## config.mk

```make
export PLATFORM = sky130hd
export DESIGN_NAME = multicycle_control
export DESIGN_NICKNAME = d
export VERILOG_FILES = /design/src/rtl/multicycle_pkg.sv /design/src/rtl/control_output_decode.sv /design/src/rtl/multicycle_control.sv
export SDC_FILE = /design/constraint.sdc
export NUM_CORES = 1
export LEC_CHECK = 0
export BUFFER_PORTS_ARGS = -buffer_cell sky130_fd_sc_hd__buf_2
export CAP_MARGIN = 20
export CORE_MARGIN = 4
export CORE_UTILIZATION = 38
export DETAILED_ROUTE_END_ITERATION = 7
export GPL_TIMING_DRIVEN = 0
export SYNTH_ARGS = -nofsm -noshare
export SYNTH_HDL_FRONTEND = slang
export SYNTH_HIERARCHICAL = 1
export SYNTH_SLANG_ARGS = --single-unit
```

## constraint.sdc

```tcl
create_clock -name clk -period 2.4 [get_ports clk]
set_input_delay 0.48 -clock clk [delete_from_list [all_inputs] [get_ports clk]]
set_output_delay 0.48 -clock clk [all_outputs]
set_load 0.05 [all_outputs]
```

## src/rtl/multicycle_pkg.sv

```systemverilog
// Shared encodings for the multicycle MIPS control path: state numbers, opcodes
// and the ALU/PC mux select codes.
package multicycle_pkg;

    localparam int unsigned MC_STATE_W = 7;
    localparam int unsigned MC_OPC_W   = 6;

    typedef enum logic [MC_STATE_W-1:0] {
        FETCH  = 7'd0,
        DECODE = 7'd1,
        MEMADR = 7'd2,
        MEMRD  = 7'd3,
        MEMWB  = 7'd4,
        MEMWR  = 7'd5,
        EXEC   = 7'd6,
        ALUWB  = 7'd7,
        BRANCH = 7'd8,
        JUMP   = 7'd9,
        ADDIEX = 7'd10,
        ADDIWB = 7'd11,
        TRAP   = 7'd12
    } state_e;

    localparam logic [MC_OPC_W-1:0] OP_RTYPE = 6'b000000;
    localparam logic [MC_OPC_W-1:0] OP_J     = 6'b000010;
    localparam logic [MC_OPC_W-1:0] OP_BEQ   = 6'b000100;
    localparam logic [MC_OPC_W-1:0] OP_ADDI  = 6'b001000;
    localparam logic [MC_OPC_W-1:0] OP_LW    = 6'b100011;
    localparam logic [MC_OPC_W-1:0] OP_SW    = 6'b101011;

    localparam logic [1:0] ALUOP_ADD   = 2'b00;
    localparam logic [1:0] ALUOP_SUB   = 2'b01;
    localparam logic [1:0] ALUOP_FUNCT = 2'b10;

    localparam logic [1:0] ALUB_B      = 2'b00;
    localparam logic [1:0] ALUB_FOUR   = 2'b01;
    localparam logic [1:0] ALUB_IMM    = 2'b10;
    localparam logic [1:0] ALUB_IMM_SH = 2'b11;

    localparam logic [1:0] PCSRC_ALU    = 2'b00;
    localparam logic [1:0] PCSRC_ALUOUT = 2'b01;
    localparam logic [1:0] PCSRC_JUMP   = 2'b10;

endpackage

```

## src/rtl/control_output_decode.sv

```systemverilog
// Moore decode of the control state into datapath strobes and mux selects;
// mem_ready only qualifies the IR/PC loads in FETCH.
module control_output_decode
    import multicycle_pkg::*;
(
    input  logic [MC_STATE_W-1:0] state,
    input  logic                  mem_ready,
    input  logic                  reset,
    output logic                  pc_write,
    output logic                  pc_write_cond,
    output logic                  i_or_d,
    output logic                  mem_read,
    output logic                  mem_write,
    output logic                  ir_write,
    output logic                  mem_to_reg,
    output logic                  reg_dst,
    output logic                  reg_write,
    output logic                  alu_src_a,
    output logic [1:0]            alu_src_b,
    output logic [1:0]            alu_op,
    output logic [1:0]            pc_source
);

    always_comb begin
        pc_write      = 1'b0;
        pc_write_cond = 1'b0;
        i_or_d        = 1'b0;
        mem_read      = 1'b0;
        mem_write     = 1'b0;
        ir_write      = 1'b0;
        mem_to_reg    = 1'b0;
        reg_dst       = 1'b0;
        reg_write     = 1'b0;
        alu_src_a     = 1'b0;
        alu_src_b     = ALUB_B;
        alu_op        = ALUOP_ADD;
        pc_source     = PCSRC_ALU;

        // Reset gates everything so no partial write leaks out mid-instruction.
        if (!reset) begin
            case (state)
                FETCH: begin
                    mem_read  = 1'b1;
                    alu_src_b = ALUB_FOUR;
                    ir_write  = mem_ready;
                    pc_write  = mem_ready;
                end
                DECODE: begin
                    alu_src_b = ALUB_IMM_SH;
                end
                MEMADR: begin
                    alu_src_a = 1'b1;
                    alu_src_b = ALUB_IMM;
                end
                MEMRD: begin
                    i_or_d   = 1'b1;
                    mem_read = 1'b1;
                end
                MEMWB: begin
                    reg_write  = 1'b1;
                    mem_to_reg = 1'b1;
                end
                MEMWR: begin
                    i_or_d    = 1'b1;
                    mem_write = 1'b1;
                end
                EXEC: begin
                    alu_src_a = 1'b1;
                    alu_op    = ALUOP_FUNCT;
                end
                ALUWB: begin
                    reg_write = 1'b1;
                    reg_dst   = 1'b1;
                end
                BRANCH: begin
                    alu_src_a     = 1'b1;
                    alu_op        = ALUOP_SUB;
                    pc_source     = PCSRC_ALUOUT;
                    pc_write_cond = 1'b1;
                end
                JUMP: begin
                    pc_write  = 1'b1;
                    pc_source = PCSRC_JUMP;
                end
                ADDIEX: begin
                    alu_src_a = 1'b1;
                    alu_src_b = ALUB_IMM;
                end
                ADDIWB: begin
                    reg_write = 1'b1;
                end
                default: ;
            endcase
        end
    end

endmodule

```

## src/rtl/multicycle_control.sv

```systemverilog
// Main control FSM of the multicycle MIPS datapath: sequences each instruction,
// tracks the sticky illegal-opcode flag and counts retired instructions.
module multicycle_control
    import multicycle_pkg::*;
#(
    parameter int unsigned STATE_W = MC_STATE_W,
    parameter int unsigned OPC_W   = MC_OPC_W
) (
    input  logic               clk,
    input  logic               reset,
    input  logic [OPC_W-1:0]   opcode,
    input  logic               mem_ready,
    output logic               pc_write,
    output logic               pc_write_cond,
    output logic               i_or_d,
    output logic               mem_read,
    output logic               mem_write,
    output logic               ir_write,
    output logic               mem_to_reg,
    output logic               reg_dst,
    output logic               reg_write,
    output logic               alu_src_a,
    output logic [1:0]         alu_src_b,
    output logic [1:0]         alu_op,
    output logic [1:0]         pc_source,
    output logic [STATE_W-1:0] state,
    output logic               illegal_op,
    output logic [31:0]        instr_count
);

    // Kept as plain logic so unused encodings are representable and recover.
    logic [MC_STATE_W-1:0] state_q, state_d;
    logic                  illegal_op_q;
    logic [31:0]           instr_count_q;
    logic                  retire;

    always_comb begin
        state_d = state_q;
        case (state_q)
            FETCH:  if (mem_ready) state_d = DECODE;
            DECODE: begin
                case (opcode)
                    OP_LW, OP_SW: state_d = MEMADR;
                    OP_RTYPE:     state_d = EXEC;
                    OP_BEQ:       state_d = BRANCH;
                    OP_J:         state_d = JUMP;
                    OP_ADDI:      state_d = ADDIEX;
                    default:      state_d = TRAP;
                endcase
            end
            MEMADR: state_d = (opcode == OP_LW) ? MEMRD : MEMWR;
            MEMRD:  if (mem_ready) state_d = MEMWB;
            MEMWB:  state_d = FETCH;
            MEMWR:  if (mem_ready) state_d = FETCH;
            EXEC:   state_d = ALUWB;
            ALUWB:  state_d = FETCH;
            BRANCH: state_d = FETCH;
            JUMP:   state_d = FETCH;
            ADDIEX: state_d = ADDIWB;
            ADDIWB: state_d = FETCH;
            TRAP:   state_d = TRAP;
            default: state_d = FETCH;
        endcase
    end

    // An instruction retires on the edge that returns to FETCH from a final state.
    always_comb begin
        retire = 1'b0;
        case (state_q)
            MEMWB, ALUWB, BRANCH, JUMP, ADDIWB: retire = 1'b1;
            MEMWR:   retire = mem_ready;
            default: retire = 1'b0;
        endcase
    end

    always_ff @(posedge clk) begin
        if (reset) begin
            state_q       <= FETCH;
            illegal_op_q  <= 1'b0;
            instr_count_q <= 32'd0;
        end else begin
            state_q <= state_d;
            if (state_d == TRAP) begin
                illegal_op_q <= 1'b1;
            end
            if (retire) begin
                instr_count_q <= instr_count_q + 32'd1;
            end
        end
    end

    control_output_decode u_decode (
        .state         (state_q),
        .mem_ready     (mem_ready),
        .reset         (reset),
        .pc_write      (pc_write),
        .pc_write_cond (pc_write_cond),
        .i_or_d        (i_or_d),
        .mem_read      (mem_read),
        .mem_write     (mem_write),
        .ir_write      (ir_write),
        .mem_to_reg    (mem_to_reg),
        .reg_dst       (reg_dst),
        .reg_write     (reg_write),
        .alu_src_a     (alu_src_a),
        .alu_src_b     (alu_src_b),
        .alu_op        (alu_op),
        .pc_source     (pc_source)
    );

    assign state       = STATE_W'(state_q);
    assign illegal_op  = illegal_op_q;
    assign instr_count = instr_count_q;

endmodule

```

==> results.env, run 1 <==
STATUS='complete, but fails checks'
VIOLATIONS='setup timing'
CELLPOWERDENSITY_nW_PER_UM2=398
CRITPATHBUFINV=1
FP.DIEW_UM=86.5
POWER_REPORT.INTERNAL_TOTAL_mW=0.896
DETAIL_ROUTE.VIAS_PER_CELL=5.36
FINALHOLDVIOLATIONS=0
POSTSYNTHAREAPERCELL_UM2=8.02
ROUTED-VIA-COUNT=2387
SYNTH_ENABLE_FLOP_CELLS=0
DESIGN.DIE.AREA_UM2=7480
DESIGN.FINAL.NETS=379
CP-END-KIND='output pin'
UNREPAIRED_SETUP_ENDPOINTS_AFTER_GLOBAL_ROUTING='true'
DRIVE_ABOVE_1_SHARE_PCT=29.5
N_ANTENNA_CELL=0
CORE_AREA_UM2=5960
SYNTHARSTFLOPSHARE_PCT=0
DRC_ERRORS=0
CLK_ROOT_BUFFER_CELL='sky130_fd_sc_hd__clkbuf_8'
POWER.TOTAL_mW=1.18
CP.REQUIRED_NS=1.92
HOLD-WORST-SLACK_NS=0.493
PLACEDCELLCOUNT=433
PERIOD_SHARE_PCT=105
CRITPATHSLOWESTCELL='sky130_fd_sc_hd__or4_4'
SYNTH.FF_LATCH_COUNT=40
DETAILEDROUTE.FIRSTITERATIONVIOLATIONS=84
COMBPWRFRAC_PCT=6.8
FIN_WORST_SKEW_NS=0.0126
NUM_ROWS=28
DESIGN.PORTCOUNT=65
ARRIVAL_NS=2.04
POWER_LEAKAGE_nW=1.17
START_KIND='register'
INITIAL_UTILIZATION_PCT=39.3
LAYOUT_SETUP_WS_NS=-0.116
WL_PER_CELL_UM=13.9
YS_SEQ_AREA_SHARE_PCT=34.2
ANTENNA_FOUND_INITIAL=0
TIMING.CRITICAL_PATH.SLOWEST_CELL_DELAY_NS=0.53
LAYOUT.AREA.SEQ_UM2=813
DIE_Y_UM=86.5
NETSWITCHINGFRACTION_PCT=24.2
TIMING.MAX_SLEW.REL_SLACK_PCT=63.5
MULTI_INPUT_COMB_AREA_UM2=1490
NETSWITCHINGPOWER_mW=0.286
CTS_NUM_SINKS=40
CRIT_PATH_MAX_FANOUT=3
NETLIST_AREA_UM2=2340
SLEW_VIOLATIONS=0
GRT_PASS1_VIAS=2159
ACTUAL_TRANSITION_AT_THE_WORST_MAX_TRANSITION_PIN_NS=0.545
AREA_GROWTH_SYN_TO_LAYOUT_PCT=27.0
DRT_PRE_ANTENNA_ITERS=4
SYNTH_WARNINGS=6
MAX-VDD-IR-DROP_mV=0.257
PIN_COUNT_OF_THE_BIGGEST_NET_ENTERING_GLOBAL_ROUTING=14
CRITICAL_PATH.CELL_CHAIN='or4_4 -> or3_4 -> nor4b_4 -> buf_6'
PORT_BUFFERS=64
CTSHTREEMAXLEVEL=2
YS.FLOP_TYPE='sky130_fd_sc_hd__dfxtp_1'
POWER.SHARE.SEQUENTIAL_PCT=56.7
TIMING.SETUP.CRITICAL_PATH_CLASS='reg2out'
FINAL_CELL_COUNT_NO_FILL=445
PLACE.DETAILED.HPWL_MM=4.58
SYN-INSTANCE-COUNT=292
SYNTHDISTINCTLIBCELLS=53
POST_LAYOUT_MINIMUM_CYCLE_TIME_NS=2.52
CLOCK_POWER_SHARE_PCT=36.5
CTS-BUFFERS-INSERTED=5
GRTUSAGETOTAL_PCT=16.4
CRITICAL_PATH.TOP_DELAY_FAMILY='simple AND/OR/NAND/NOR gates'
CLOCK_INSERTION_DELAY_WORST_SKEW_NS=0.29
GRT_PASS1_WL_MM=10.2
FINALWIRELENGTH_MM=6.20
CLOCK_PATH_BUFFERS=2
NFILLCELLS=606
UTILIZATION_PCT=49.9
GLOBAL_ROUTE.OVERFLOW_TOTAL=0
CLKTRANSATPATHREGS_NS=0.07
CTS_TREE='yes'
DRV.MAX_CAP_VIOLATION_COUNT=0
DRT.ANTENNA.VIOLATING_NETS=0
PLACE.GP.CONGESTION=0.861
REPORT.FINAL.SETUP_VIOL=1
CLOCK.FMAX_GHz=0.397
WORST_HOLD_PATH_TYPE='reg2reg'
[cells in the final DEF, fill, tap and decap left out, types with 2 or more instances in the layout]
master,netlist,layout
sky130_fd_sc_hd__buf_2,2,60
sky130_fd_sc_hd__dfxtp_1,40,34
sky130_fd_sc_hd__nor2_1,30,30
sky130_fd_sc_hd__a21oi_1,20,20
sky130_fd_sc_hd__nand3_1,16,16
sky130_fd_sc_hd__nand4_1,15,15
sky130_fd_sc_hd__nand2_1,14,14
sky130_fd_sc_hd__xor2_1,11,11
sky130_fd_sc_hd__o21ai_0,11,11
sky130_fd_sc_hd__buf_4,3,11
sky130_fd_sc_hd__clkbuf_1,9,10
sky130_fd_sc_hd__nor3_1,13,9
sky130_fd_sc_hd__xnor2_1,8,8
sky130_fd_sc_hd__o31ai_1,8,8
sky130_fd_sc_hd__nand2b_1,7,7
sky130_fd_sc_hd__or4_1,8,7
sky130_fd_sc_hd__or3_1,7,7
sky130_fd_sc_hd__inv_1,6,6
sky130_fd_sc_hd__and4_1,6,6
sky130_fd_sc_hd__and3_1,5,5
sky130_fd_sc_hd__nor2b_1,5,5
sky130_fd_sc_hd__clkbuf_8,0,5
sky130_fd_sc_hd__nor3b_1,4,4
sky130_fd_sc_hd__buf_6,2,4
sky130_fd_sc_hd__dfxtp_2,0,4
sky130_fd_sc_hd__nor4_1,5,3
sky130_fd_sc_hd__nand3b_1,3,3
sky130_fd_sc_hd__and2_1,3,3
sky130_fd_sc_hd__conb_1,1,3
sky130_fd_sc_hd__nor3_2,0,3
sky130_fd_sc_hd__nor3_4,1,2
sky130_fd_sc_hd__or2b_1,2,2
sky130_fd_sc_hd__o211ai_1,2,2
sky130_fd_sc_hd__or3b_2,2,2
sky130_fd_sc_hd__a31oi_1,2,2
sky130_fd_sc_hd__dfxtp_4,0,2
sky130_fd_sc_hd__nor4_2,0,2
[worst register-to-register path: stages, from the launching register on]
cell,delay (ns)
sky130_fd_sc_hd__dfxtp_4,0.35
sky130_fd_sc_hd__buf_4,0.14
sky130_fd_sc_hd__nor3_4,0.31
sky130_fd_sc_hd__and4_1,0.22
sky130_fd_sc_hd__buf_2,0.19
sky130_fd_sc_hd__nand3_1,0.21
sky130_fd_sc_hd__buf_2,0.27
sky130_fd_sc_hd__or3_1,0.35
sky130_fd_sc_hd__a21oi_1,0.15
[worst paths after layout]
check        cells after the start  slack, ns         endpoint        from
max                              4      -0.12         ir_write    state[4]
min                              2       0.49       illegal_op  illegal_op
max reg2reg                      8       0.15  instr_count[28]    state[4]
min reg2reg                      2       0.49       illegal_op  illegal_op
[per-stage QoR]
step / worst slack, ns / instance area, µm² / TNS, ns
global placement: -0.308 / 2830 / -1.87
CTS: -0.178 / 2940 / -0.178
finish: -0.116 / 2970 / -0.116
global route: -0.157 / 2970 / -0.201
detailed placement: -0.351 / 2830 / -1.58
floorplan: -0.300 / 2410 / -1.37
[layout make-up]
type                    count  area share (%)
plain buffers              16            3.03
clock buffers               7            2.57
clock inverters             1           0.168
inverters                   6           0.757
multi-input cells         231            50.2
flip-flops and latches     40            27.3
well taps                  75            3.16
repair buffers             69            12.8
[what timing repair did]
action | CTS | global route
hold buffers | 0 | 0
setup endpoints to repair | 7 | 12
pin swaps | 2 | 2
setup buffers | 2 | 3
resized for setup | 9 | 5
hold endpoints to repair | 0 | 0
[routing by layer]
metal / global-route usage (%) / part of all wire [%]
met5: 0 / 0
met1: 23.0 / 50
met2: 25.8 / 44
met4: 4.53 / 1.2
met3: 3.23 / 4.1
[power groups by stage]
stage	registers (mW)	clock network (mW)	logic, mW
after floorplan	0.696	0	0.0374
after global placement	0.686	0	0.0734
after detailed placement	0.686	0	0.0735
after CTS	0.670	0.448	0.0781
after global routing	0.670	0.467	0.0874
final	0.670	0.432	0.0806
[kinds of logic (layout without fill, tap and decap cells)]
| kind of cell | Yosys count | after routing | synth area share, % |
|---|---|---|---|
| and+or+nand+nor | 151 | 151 | 37.4 |
| AOI/OAI and AO/OA | 55 | 55 | 14.7 |
| DFF | 40 | 40 | 34.2 |
| buffers and inverters | 23 | 99 | 4.97 |
| xor gates and xnor gates | 19 | 19 | 7.11 |
| muxes | 2 | 2 | 0.909 |
| adders and majority gates | 1 | 1 | 0.534 |
| other | 1 | 3 | 0.160 |
[state kept, by name, indices dropped and copies added, names as in the netlist]
register,cells
illegal_op,1
instr_count,32
state,7
[synthesized netlist by cell type, types with 3 or more instances]
| cell type | count | area share [%] |
|---|---|---|
| sky130_fd_sc_hd__nor2b_1 | 5 | 1.3 |
| sky130_fd_sc_hd__inv_1 | 6 | 0.96 |
| sky130_fd_sc_hd__nand2b_1 | 7 | 1.9 |
| sky130_fd_sc_hd__nor2_1 | 30 | 4.8 |
| sky130_fd_sc_hd__nor3b_1 | 4 | 1.3 |
| sky130_fd_sc_hd__or3_1 | 7 | 1.9 |
| sky130_fd_sc_hd__buf_4 | 3 | 0.96 |
| sky130_fd_sc_hd__a21oi_1 | 20 | 4.3 |
| sky130_fd_sc_hd__dfxtp_1 | 40 | 34 |
| sky130_fd_sc_hd__xor2_1 | 11 | 4.1 |
| sky130_fd_sc_hd__nor4_1 | 5 | 1.3 |
| sky130_fd_sc_hd__and4_1 | 6 | 2.2 |
| sky130_fd_sc_hd__and2_1 | 3 | 0.80 |
| sky130_fd_sc_hd__clkbuf_1 | 9 | 1.4 |
| sky130_fd_sc_hd__nor3_1 | 13 | 2.8 |
| sky130_fd_sc_hd__nand3_1 | 16 | 3.4 |
| sky130_fd_sc_hd__or4_1 | 8 | 2.6 |
| sky130_fd_sc_hd__nand4_1 | 15 | 4.0 |
| sky130_fd_sc_hd__o21ai_0 | 11 | 2.4 |
| sky130_fd_sc_hd__o31ai_1 | 8 | 2.6 |
| sky130_fd_sc_hd__xnor2_1 | 8 | 3.0 |
| sky130_fd_sc_hd__and3_1 | 5 | 1.3 |
| sky130_fd_sc_hd__nand2_1 | 14 | 2.2 |
| sky130_fd_sc_hd__nand3b_1 | 3 | 0.96 |
Note: power is estimated with default switching activity, not from simulation.
==> run 2, diff against run 1 <==
--- a/config.mk
+++ b/config.mk
@@ -11,6 +11,7 @@
 export CORE_UTILIZATION = 38
 export DETAILED_ROUTE_END_ITERATION = 7
 export GPL_TIMING_DRIVEN = 0
+export SKIP_LAST_GASP = 1
 export SYNTH_ARGS = -nofsm -noshare
 export SYNTH_HDL_FRONTEND = slang
 export SYNTH_HIERARCHICAL = 1
==> run 2 against run 1 <==
Net effect: the flow still finishes with violations (setup timing); power about the same; first-iteration DRC count shrank 2.4%; setup slack worse by 0.038 ns; highest routed layer unchanged; sequential power about the same; wire length decreased by 0.27%; worst hold slack better by 0.00067 ns; critical path type unchanged; sequential share of layout area grew 0.14 points; via count down 0.17%; register-to-register slack about the same; clock power is essentially flat; final area decreased by 0.50%; combinational power decreased by 1%.
==> results.env, run 2 (synthesis results as in run 1) <==
ANTENNA_FOUND_INITIAL=0
CORE_AREA_UM2=5960
ARRIVAL_NS=2.07
POWER.TOTAL_mW=1.18
CTS-BUFFERS-INSERTED=5
LAYOUT.CELLS.MOST_COMMON_LIST='sky130_fd_sc_hd__buf_2, sky130_fd_sc_hd__dfxtp_1, sky130_fd_sc_hd__nor2_1, sky130_fd_sc_hd__a21oi_1, sky130_fd_sc_hd__nand3_1'
CTS_TREE='yes'
FINALHOLDVIOLATIONS=0
AREA_GROWTH_SYN_TO_LAYOUT_PCT=26.4
TOP_LAYER='met4'
PLACEDCELLCOUNT=433
LARGEST_REG_FLOPS=32
WL_PER_CELL_UM=13.9
PORT_BUFFERS=64
ROUTE.MET3.WL_UM=252
DESIGN.FINAL.NETS=379
DESIGN.DIE.AREA_UM2=7480
CLOCK_POWER_SHARE_PCT=36.6
COMBPWRFRAC_PCT=6.7
CRITPATHBUFINV=1
DETAILEDROUTE.FIRSTITERATIONVIOLATIONS=82
FINALWIRELENGTH_MM=6.18
FIN_WORST_SKEW_NS=0.0126
CTSHTREEMAXLEVEL=2
CRITICAL_PATH.TOP_DELAY_FAMILY='simple AND/OR/NAND/NOR gates'
INITIAL_UTILIZATION_PCT=39.3
START_KIND='register'
DETAIL_ROUTE.VIAS_PER_CELL=5.36
DRC_ERRORS=0
MAX-VDD-IR-DROP_mV=0.257
REPORT.FINAL.SETUP_VIOL=3
POWER.SHARE.SEQUENTIAL_PCT=56.6
DRIVE_ABOVE_1_SHARE_PCT=29.2
NUM_ROWS=28
CP.REQUIRED_NS=1.92
NETSWITCHINGFRACTION_PCT=24.2
MET2_LENGTH_MM=2.73
POWER_REPORT.INTERNAL_TOTAL_mW=0.896
CLKTRANSATPATHREGS_NS=0.08
POST_LAYOUT_MINIMUM_CYCLE_TIME_NS=2.55
ROUTEDLENGTHMET1_MM=3.13
GRT_PASS1_WL_MM=10.2
PLACE.GP.CONGESTION=0.861
N_ANTENNA_CELL=0
GRTUSAGETOTAL_PCT=16.4
FINAL_CELL_COUNT_NO_FILL=445
PIN_COUNT_OF_THE_BIGGEST_NET_ENTERING_GLOBAL_ROUTING=14
GRT_PASS1_VIAS=2159
POWER_LEAKAGE_nW=1.17
CTS_NUM_SINKS=40
UTILIZATION_PCT=49.7
DESIGN.PORTCOUNT=65
CRIT_PATH_MAX_FANOUT=3
TIMING.MAX_SLEW.REL_SLACK_PCT=64.8
MULTI_INPUT_COMB_AREA_UM2=1490
LAYOUT_SETUP_WS_NS=-0.154
CLK_ROOT_BUFFER_CELL='sky130_fd_sc_hd__clkbuf_8'
CP-END-KIND='output pin'
STATUS='complete, but fails checks'
FP.DIEW_UM=86.5
NETSWITCHINGPOWER_mW=0.287
DIE_Y_UM=86.5
CLOCK_PATH_BUFFERS=2
DRT.ANTENNA.VIOLATING_NETS=0
ACTUAL_TRANSITION_AT_THE_WORST_MAX_TRANSITION_PIN_NS=0.526
HOLDBUFCOUNTCTS=0
CRITPATHSLOWESTCELL='sky130_fd_sc_hd__or4_4'
TIMING.CRITICAL_PATH.SLOWEST_CELL_DELAY_NS=0.55
CLOCK.FMAX_GHz=0.391
PERIOD_SHARE_PCT=106
CLOCK_INSERTION_DELAY_WORST_SKEW_NS=0.29
ROUTED-VIA-COUNT=2383
NFILLCELLS=607
MOST_COMMON_LIBRARY_CELL_IN_THE_LAYOUT_IGNORING_FILL_AND_TAPS='sky130_fd_sc_hd__buf_2'
DRT_PRE_ANTENNA_ITERS=4
WORST_HOLD_PATH_TYPE='reg2reg'
PLACE.DETAILED.HPWL_MM=4.58
TIMING.SETUP.CRITICAL_PATH_CLASS='reg2out'
LAYOUT.AREA.SEQ_UM2=813
VIOLATIONS='setup timing'
GLOBAL_ROUTE.OVERFLOW_TOTAL=0
CRITICAL_PATH.CELL_CHAIN='or4_4 -> or3_4 -> nor4b_4 -> buf_6'
CELLPOWERDENSITY_nW_PER_UM2=400
UNREPAIRED_SETUP_ENDPOINTS_AFTER_GLOBAL_ROUTING='true'
DRV.MAX_CAP_VIOLATION_COUNT=0
SLEW_VIOLATIONS=0
## run 2: layout make-up
class	count	area share, %
repair buffers	69	12.6
multi-input cells	231	50.2
plain buffers	16	3.04
clock buffers	7	2.58
inverters	6	0.761
flip-flops and latches	40	27.5
well taps	75	3.17
clock inverters	1	0.169
## run 2: per-stage QoR
stage	TNS, ns	cell area, µm²	hold WS [ns]	worst slack, ns
3_5_place_dp	-1.58	2830	0.491	-0.351
3_3_place_gp	-1.87	2830	0.474	-0.308
5_1_grt	-0.963	2960	0.517	-0.197
4_1_cts	-0.350	2930	0.501	-0.178
6_report	-0.250	2960	0.493	-0.154
2_1_floorplan	-1.37	2410	0.686	-0.300
## run 2: metal layers
layer,vias up,global-route usage [%]
li1,1230,-
met1,1101,23.0
met2,44,25.8
met3,8,3.23
met4,0,4.53
met5,-,0
## run 2: worst register-to-register path: stages, from the launching register on
cell and delay [ns]:
sky130_fd_sc_hd__dfxtp_4 0.35, sky130_fd_sc_hd__buf_4 0.14, sky130_fd_sc_hd__nor3_4 0.31, sky130_fd_sc_hd__and4_1 0.22, sky130_fd_sc_hd__buf_2 0.19, sky130_fd_sc_hd__nand3_1 0.21
sky130_fd_sc_hd__buf_2 0.27, sky130_fd_sc_hd__or3_1 0.35, sky130_fd_sc_hd__a21oi_1 0.15
## run 2: final timing paths
kind | end | slack (ns) | from | cells past startpoint
worst max-delay path | ir_write | -0.15 | state[4] | 4
worst min register to register | illegal_op | 0.49 | illegal_op | 2
worst min-delay path | illegal_op | 0.49 | illegal_op | 2
worst max register to register | instr_count[28] | 0.15 | state[4] | 8
## run 2: timing repair
item,4_1_cts,5_1_grt
pin swaps,2,3
endpoints found under the setup margin,7,17
gates cloned,0,0
gates resized for setup,6,4
setup buffers,2,3
## run 2: power groups by stage
stage | registers [mW] | logic (mW) | clock network, mW
finish | 0.670 | 0.0797 | 0.433
global route | 0.670 | 0.0866 | 0.467
CTS | 0.670 | 0.0776 | 0.448
detailed placement | 0.686 | 0.0735 | 0
global placement | 0.686 | 0.0734 | 0
floorplan | 0.696 | 0.0374 | 0
